## src/rtl/led_arbiter.sv

```systemverilog
// ---------------------------------------------------------------------------
// led_arbiter
//
// Decides who drives the four board LEDs. Three owners compete for the LEDs:
//   - the heartbeat chaser (background, shown whenever nobody else owns them)
//   - a status requester (shows a latched pattern for a fixed dwell time)
//   - a fault source (highest priority, blinks the fault code)
// All timing is counted in display ticks, produced by an internal prescaler
// that divides clk by TICK_DIV.
//
// Parameters:
//   TICK_DIV    clk cycles per display tick (2 .. 2^24)
//   HOLD_TICKS  ticks a status pattern stays on the LEDs (1 .. 255)
//   BLINK_TICKS ticks per half-period of the fault blink (1 .. 255)
//
// Ports:
//   clk         the only clock, rising edge
//   reset       asynchronous, active-high reset
//   hb_pattern  background heartbeat pattern
//   st_req      status request level, held until st_ack
//   st_pattern  status pattern, valid while st_req is high
//   st_ack      one-cycle pulse when a status request is accepted
//   fault       fault level, overrides everything
//   fault_code  pattern blinked while fault is high
//   led         registered LED drive
//   mode        current owner: 00 IDLE, 01 SHOW, 10 FAULT
// ---------------------------------------------------------------------------
module led_arbiter #(
  parameter int TICK_DIV    = 1000000,
  parameter int HOLD_TICKS  = 8,
  parameter int BLINK_TICKS = 2
) (
  input  logic       clk,
  input  logic       reset,
  input  logic [3:0] hb_pattern,
  input  logic       st_req,
  input  logic [3:0] st_pattern,
  output logic       st_ack,
  input  logic       fault,
  input  logic [3:0] fault_code,
  output logic [3:0] led,
  output logic [1:0] mode
);

  typedef enum logic [1:0] {
    IDLE  = 2'b00,
    SHOW  = 2'b01,
    FAULT = 2'b10
  } state_t;

  localparam logic [23:0] PRESC_RELOAD = 24'(TICK_DIV - 1);
  localparam logic [7:0]  HOLD_LOAD    = 8'(HOLD_TICKS);
  localparam logic [7:0]  BLINK_LOAD   = 8'(BLINK_TICKS);

  state_t      state_q, state_d;
  logic [23:0] presc_q, presc_d;
  logic [7:0]  hold_q, hold_d;
  logic [7:0]  blink_q, blink_d;
  logic        phase_q, phase_d;
  logic [3:0]  pat_q, pat_d;
  logic [3:0]  led_q, led_d;
  logic        ack_q, ack_d;
  logic        tick;

  // A tick is the single cycle in which the prescaler sits at zero.
  assign tick = (presc_q == '0);

  // Next-state logic. Fault always wins; a status request is only taken from
  // IDLE, so it simply waits (still held by the requester) while SHOW or
  // FAULT own the LEDs.
  always_comb begin
    state_d = state_q;
    hold_d  = hold_q;
    blink_d = blink_q;
    phase_d = phase_q;
    pat_d   = pat_q;
    ack_d   = 1'b0;

    case (state_q)
      IDLE: begin
        if (fault) begin
          state_d = FAULT;
          phase_d = 1'b1;
          blink_d = BLINK_LOAD;
        end else if (st_req) begin
          state_d = SHOW;
          pat_d   = st_pattern;
          hold_d  = HOLD_LOAD;
          ack_d   = 1'b1;
        end
      end

      SHOW: begin
        if (fault) begin
          // The status display is dropped for good; it is not resumed later.
          state_d = FAULT;
          phase_d = 1'b1;
          blink_d = BLINK_LOAD;
          hold_d  = '0;
        end else if (tick) begin
          if (hold_q <= 8'd1) begin
            state_d = IDLE;
            hold_d  = '0;
          end else begin
            hold_d = hold_q - 8'd1;
          end
        end
      end

      FAULT: begin
        if (!fault) begin
          state_d = IDLE;
          phase_d = 1'b0;
          blink_d = '0;
        end else if (tick) begin
          if (blink_q <= 8'd1) begin
            phase_d = ~phase_q;
            blink_d = BLINK_LOAD;
          end else begin
            blink_d = blink_q - 8'd1;
          end
        end
      end

      default: begin
        state_d = IDLE;
      end
    endcase
  end

  // Prescaler restarts on every ownership change so that each dwell time is
  // an exact number of full ticks measured from the moment of entry.
  always_comb begin
    presc_d = presc_q - 24'd1;
    if ((state_d != state_q) || tick) begin
      presc_d = PRESC_RELOAD;
    end
  end

  // LED value is chosen from the state being entered, so led and mode always
  // change on the same edge and led never depends combinationally on inputs.
  always_comb begin
    led_d = 4'b0000;
    case (state_d)
      IDLE:    led_d = hb_pattern;
      SHOW:    led_d = pat_d;
      FAULT:   led_d = phase_d ? fault_code : 4'b0000;
      default: led_d = 4'b0000;
    endcase
  end

  always_ff @(posedge clk or posedge reset) begin
    if (reset) begin
      state_q <= IDLE;
      presc_q <= PRESC_RELOAD;
      hold_q  <= '0;
      blink_q <= '0;
      phase_q <= 1'b0;
      pat_q   <= '0;
      led_q   <= 4'b0000;
      ack_q   <= 1'b0;
    end else begin
      state_q <= state_d;
      presc_q <= presc_d;
      hold_q  <= hold_d;
      blink_q <= blink_d;
      phase_q <= phase_d;
      pat_q   <= pat_d;
      led_q   <= led_d;
      ack_q   <= ack_d;
    end
  end

  assign led    = led_q;
  assign mode   = state_q;
  assign st_ack = ack_q;

endmodule

```

## config.mk

```make
export PLATFORM = sky130hd
export DESIGN_NAME = led_arbiter
export DESIGN_NICKNAME = d
export VERILOG_FILES = /design/src/rtl/led_arbiter.sv
export SDC_FILE = /design/constraint.sdc
export NUM_CORES = 1
export LEC_CHECK = 0
export CELL_PAD_IN_SITES_DETAIL_PLACEMENT = 0
export CELL_PAD_IN_SITES_GLOBAL_PLACEMENT = 1
export CORE_MARGIN = 8
export CORE_UTILIZATION = 45
export DETAILED_ROUTE_END_ITERATION = 8
export PLACE_DENSITY_LB_ADDON = 0.1
export SLEW_MARGIN = 15
export SYNTH_ARGS = -nofsm -noshare
export SYNTH_HDL_FRONTEND = slang
export SYNTH_SLANG_ARGS = --single-unit
```

## constraint.sdc

```tcl
create_clock -name clk -period 2.76 [get_ports clk]
set_input_delay 0.552 -clock clk [delete_from_list [all_inputs] [get_ports clk]]
set_output_delay 0.552 -clock clk [all_outputs]
set_load 0.01 [all_outputs]
```

==> results.sh <==
export IMPL_synth_area_per_cell_um2=9.77
export IMPL_ctsHoldBuffers=0
export IMPL_grt_use_total_pct=14.0
export IMPL_clkTransAtPathRegs_ns=0.09
export IMPL_synthesis_nets=305
export IMPL_synth_compound_area_share_pct=8.42
export IMPL_ant_nets=0
export IMPL_clk_latency_ns=0.30
export IMPL_syn_area_mm2=0.00276
export IMPL_synth_xor_area_share_pct=8.56
export IMPL_vdd_ir_drop_max_mv=0.320
export IMPL_crit_required_ns=2.95
export IMPL_fin_setup_tns_ns=0
export IMPL_seq_area_frac_synth_pct=47.6
export IMPL_grt_max_degree=21
export IMPL_cp_start_kind="flip-flop"
export IMPL_synth_edff_count=0
export IMPL_async_flop_share_pct=100
export IMPL_gp_congestion=0.762
export IMPL_tightest_slew_ns=0.852
export IMPL_setup_viol=0
export IMPL_cts_root_buf="clkbuf_8"
export IMPL_hold_violations=0
export IMPL_antenna_found_initial=0
export IMPL_cts_tree="yes"
export IMPL_outcome="complete, no violations"
export IMPL_cp_arrival_ns=2.81
export IMPL_floorplan_initialDensity_pct=46.7
export IMPL_io_buffer_count=22
export IMPL_fmax_mhz=382
export IMPL_synth_top_family_by_area="simple AND/OR/NAND/NOR gates"
export IMPL_cp_startpoint="presc_q[15]"
export IMPL_layout_nets=339
export IMPL_synth_cell_type_count=51
export IMPL_ys_ff_latch=52
export IMPL_die_x_um=94.4
export IMPL_timing_rr_end="led[0]"
export IMPL_total_power_w=0.00166
export IMPL_post_cts_resized=0
export IMPL_areaGrowthSynthToFinish_pct=16.7
export IMPL_yosysWarnings=0
export IMPL_clkSinkCount=52
export IMPL_critical_path_class="reg -> reg"
export IMPL_min_from="presc_q[0]"
export IMPL_synthFlopType="dfrtp_1"
export IMPL_cpPeakStageDelay_ns=0.56
export IMPL_cts_setup_buffers=0
export IMPL_crit_path_top_delay_cell="or4_4"
export IMPL_drc=0
export IMPL_dr_first_iter_drc_count=83
export IMPL_whs_endpoint="presc_q[0]"
export IMPL_hpwl_mm=4.22
export IMPL_cts_buffers=5
export IMPL_via_count=2057
export IMPL_grt_overflow=0
export IMPL_grt_pass1_vias=2039
export IMPL_p_leak_nw=1.37
export IMPL_grt_setup_unrepaired="no"
export IMPL_layout_common_cells="nor2_1 (41), dfrtp_1 (40), nand2_1 (29)"
export IMPL_vias_per_cell=5.23
export IMPL_critPathCaptureType="flip-flop"
export IMPL_drv_slew=0
export IMPL_worstPathCellList="or4_4 > or4_4 > nor2_8 > a31o_2 > mux2_2 > a31o_2"
export IMPL_rr_startpoint="presc_q[15]"
export IMPL_synth_mux_area_share_pct=3.67
export IMPL_p_per_area_mw_per_mm2=516
export IMPL_r2r_setup_slack_ns=0.14
export IMPL_first_pass_iters=5
export IMPL_num_io_pins=23
export IMPL_hp_class="reg -> reg"
export IMPL_rows=28
export IMPL_synth_simple_gate_area_share_pct=25.8
export IMPL_core_mm2=0.00592
export IMPL_synthAdderAreaFrac_pct=2.72
export IMPL_crit_fanout=6
export IMPL_drv_cap=0
export IMPL_slew_limit_headroom_pct=43.0
export IMPL_post_route_period_util_pct=94.8
export IMPL_wl_per_cell_um=14.5
export IMPL_fin_skew_ns=0.00938
export IMPL_finalCriticalPeriod_ns=2.62
export IMPL_die_area_mm2=0.00891
export IMPL_cts_htree_levels=2
export IMPL_grt_pass1_wl_mm=9.98
export IMPL_die_y_um=94.4
export IMPL_final_common_cell="nor2_1"
export IMPL_clock_path_buffers=2
export IMPL_syn_inst=283
export IMPL_r2r_cells=6
export IMPL_drive_above_1_share_pct=17.9
export IMPL_worstHoldPathCells=1
export IMPL_antennaDiodeCount=0
export IMPL_drt_wl_total_mm=5.70
==> sequential cells by signal, indices dropped and copies added (netlist names) <==
signal and cells:
presc_q 24, pat_q 4, blink_q 8, phase_q 1, mode 2, hold_q 8, st_ack 1, led 4
==> cells in the mapped netlist, types with 2 or more instances <==
library cell	count	area, um2
or4_4	2	22.5
nand2b_1	2	12.5
clkbuf_1	3	11.3
nor4_1	12	75.1
dfrtp_1	40	1000
mux2_2	9	101
o21ai_0	11	55.1
nor3b_1	2	15.0
nand4_1	2	12.5
dfstp_2	12	315
xor2_1	2	17.5
ha_1	6	75.1
nor2_1	41	154
or3_1	4	25.0
inv_1	14	52.6
a31o_2	5	43.8
nand3_1	5	25.0
or2_2	2	12.5
o31ai_1	2	15.0
a21oi_1	5	25.0
nand2_1	29	109
nor3_1	11	55.1
and2_1	5	31.3
or4_1	5	37.5
or2b_1	2	15.0
xnor2_1	25	219
==> per-layer routing <==
| layer | global-route usage (%) | up-vias | wire length [um] |
|---|---|---|---|
| met4 | 3.96 | 0 | 38 |
| met1 | 19.1 | 993 | 2880 |
| met2 | 21.9 | 13 | 2680 |
| met5 | 0 | - | 0 |
| li1 | - | 1047 | - |
| met3 | 2.86 | 4 | 99 |
==> kinds of logic (layout without fill, tap and decap cells) <==
kind of cell | count (synthesis) | count (layout)
AND/OR/NAND/NOR | 135 | 135
flip-flops | 52 | 52
AO/OA/AOI/OAI | 34 | 34
XOR/XNOR | 27 | 27
buffers and inverters | 20 | 55
multiplexers | 9 | 9
adder cells (fa/ha/maj) | 6 | 6
==> layout make-up <==
type	count	area [um2]
clock buffers	8	100
flip-flops and latches	52	1320
well taps	75	93.8
repair buffers	33	303
multi-input cells	211	1360
inverters	14	52.6
fillers	555	2700
==> power breakdown <==
group	total [W]	internal, W	switching [W]
Combinational	0.000324	0.000159	0.000165
Sequential	0.000868	0.000824	0.0000444
Clock	0.000471	0.000229	0.000242
Total	0.00166	0.00121	0.000451
==> stage by stage <==
stage                     std cells  cell area (um2)  utilization [%]  setup WS, ns  hold WS (ns)
after floorplan                 283             2760                -         0.209         0.435
after global placement          385             3130             52.8         0.183         0.448
after detailed placement        385             3130             52.8         0.146         0.461
after CTS                       393             3230             54.5         0.128         0.484
after global routing            393             3230             54.5        0.0156         0.501
final                           393             3230             54.5         0.144         0.481
==> worst max path at each step <==
stage                     slack, ns  depth (start not counted)     end
after floorplan                0.21                          6  led[0]
after global placement         0.18                          6  led[3]
after detailed placement       0.15                          6  led[2]
after CTS                      0.13                          6  led[2]
after global routing           0.02                          6  led[0]
final                          0.14                          6  led[0]
==> critical path, delay by kind of cell (launching register included) <==
family             cells  cell delay, ns
AOI/OAI and AO/OA      2            0.45
muxes                  1            0.34
and+or+nand+nor        3            1.30
DFF                    1            0.41
Note: power is estimated with default switching activity, not from simulation.
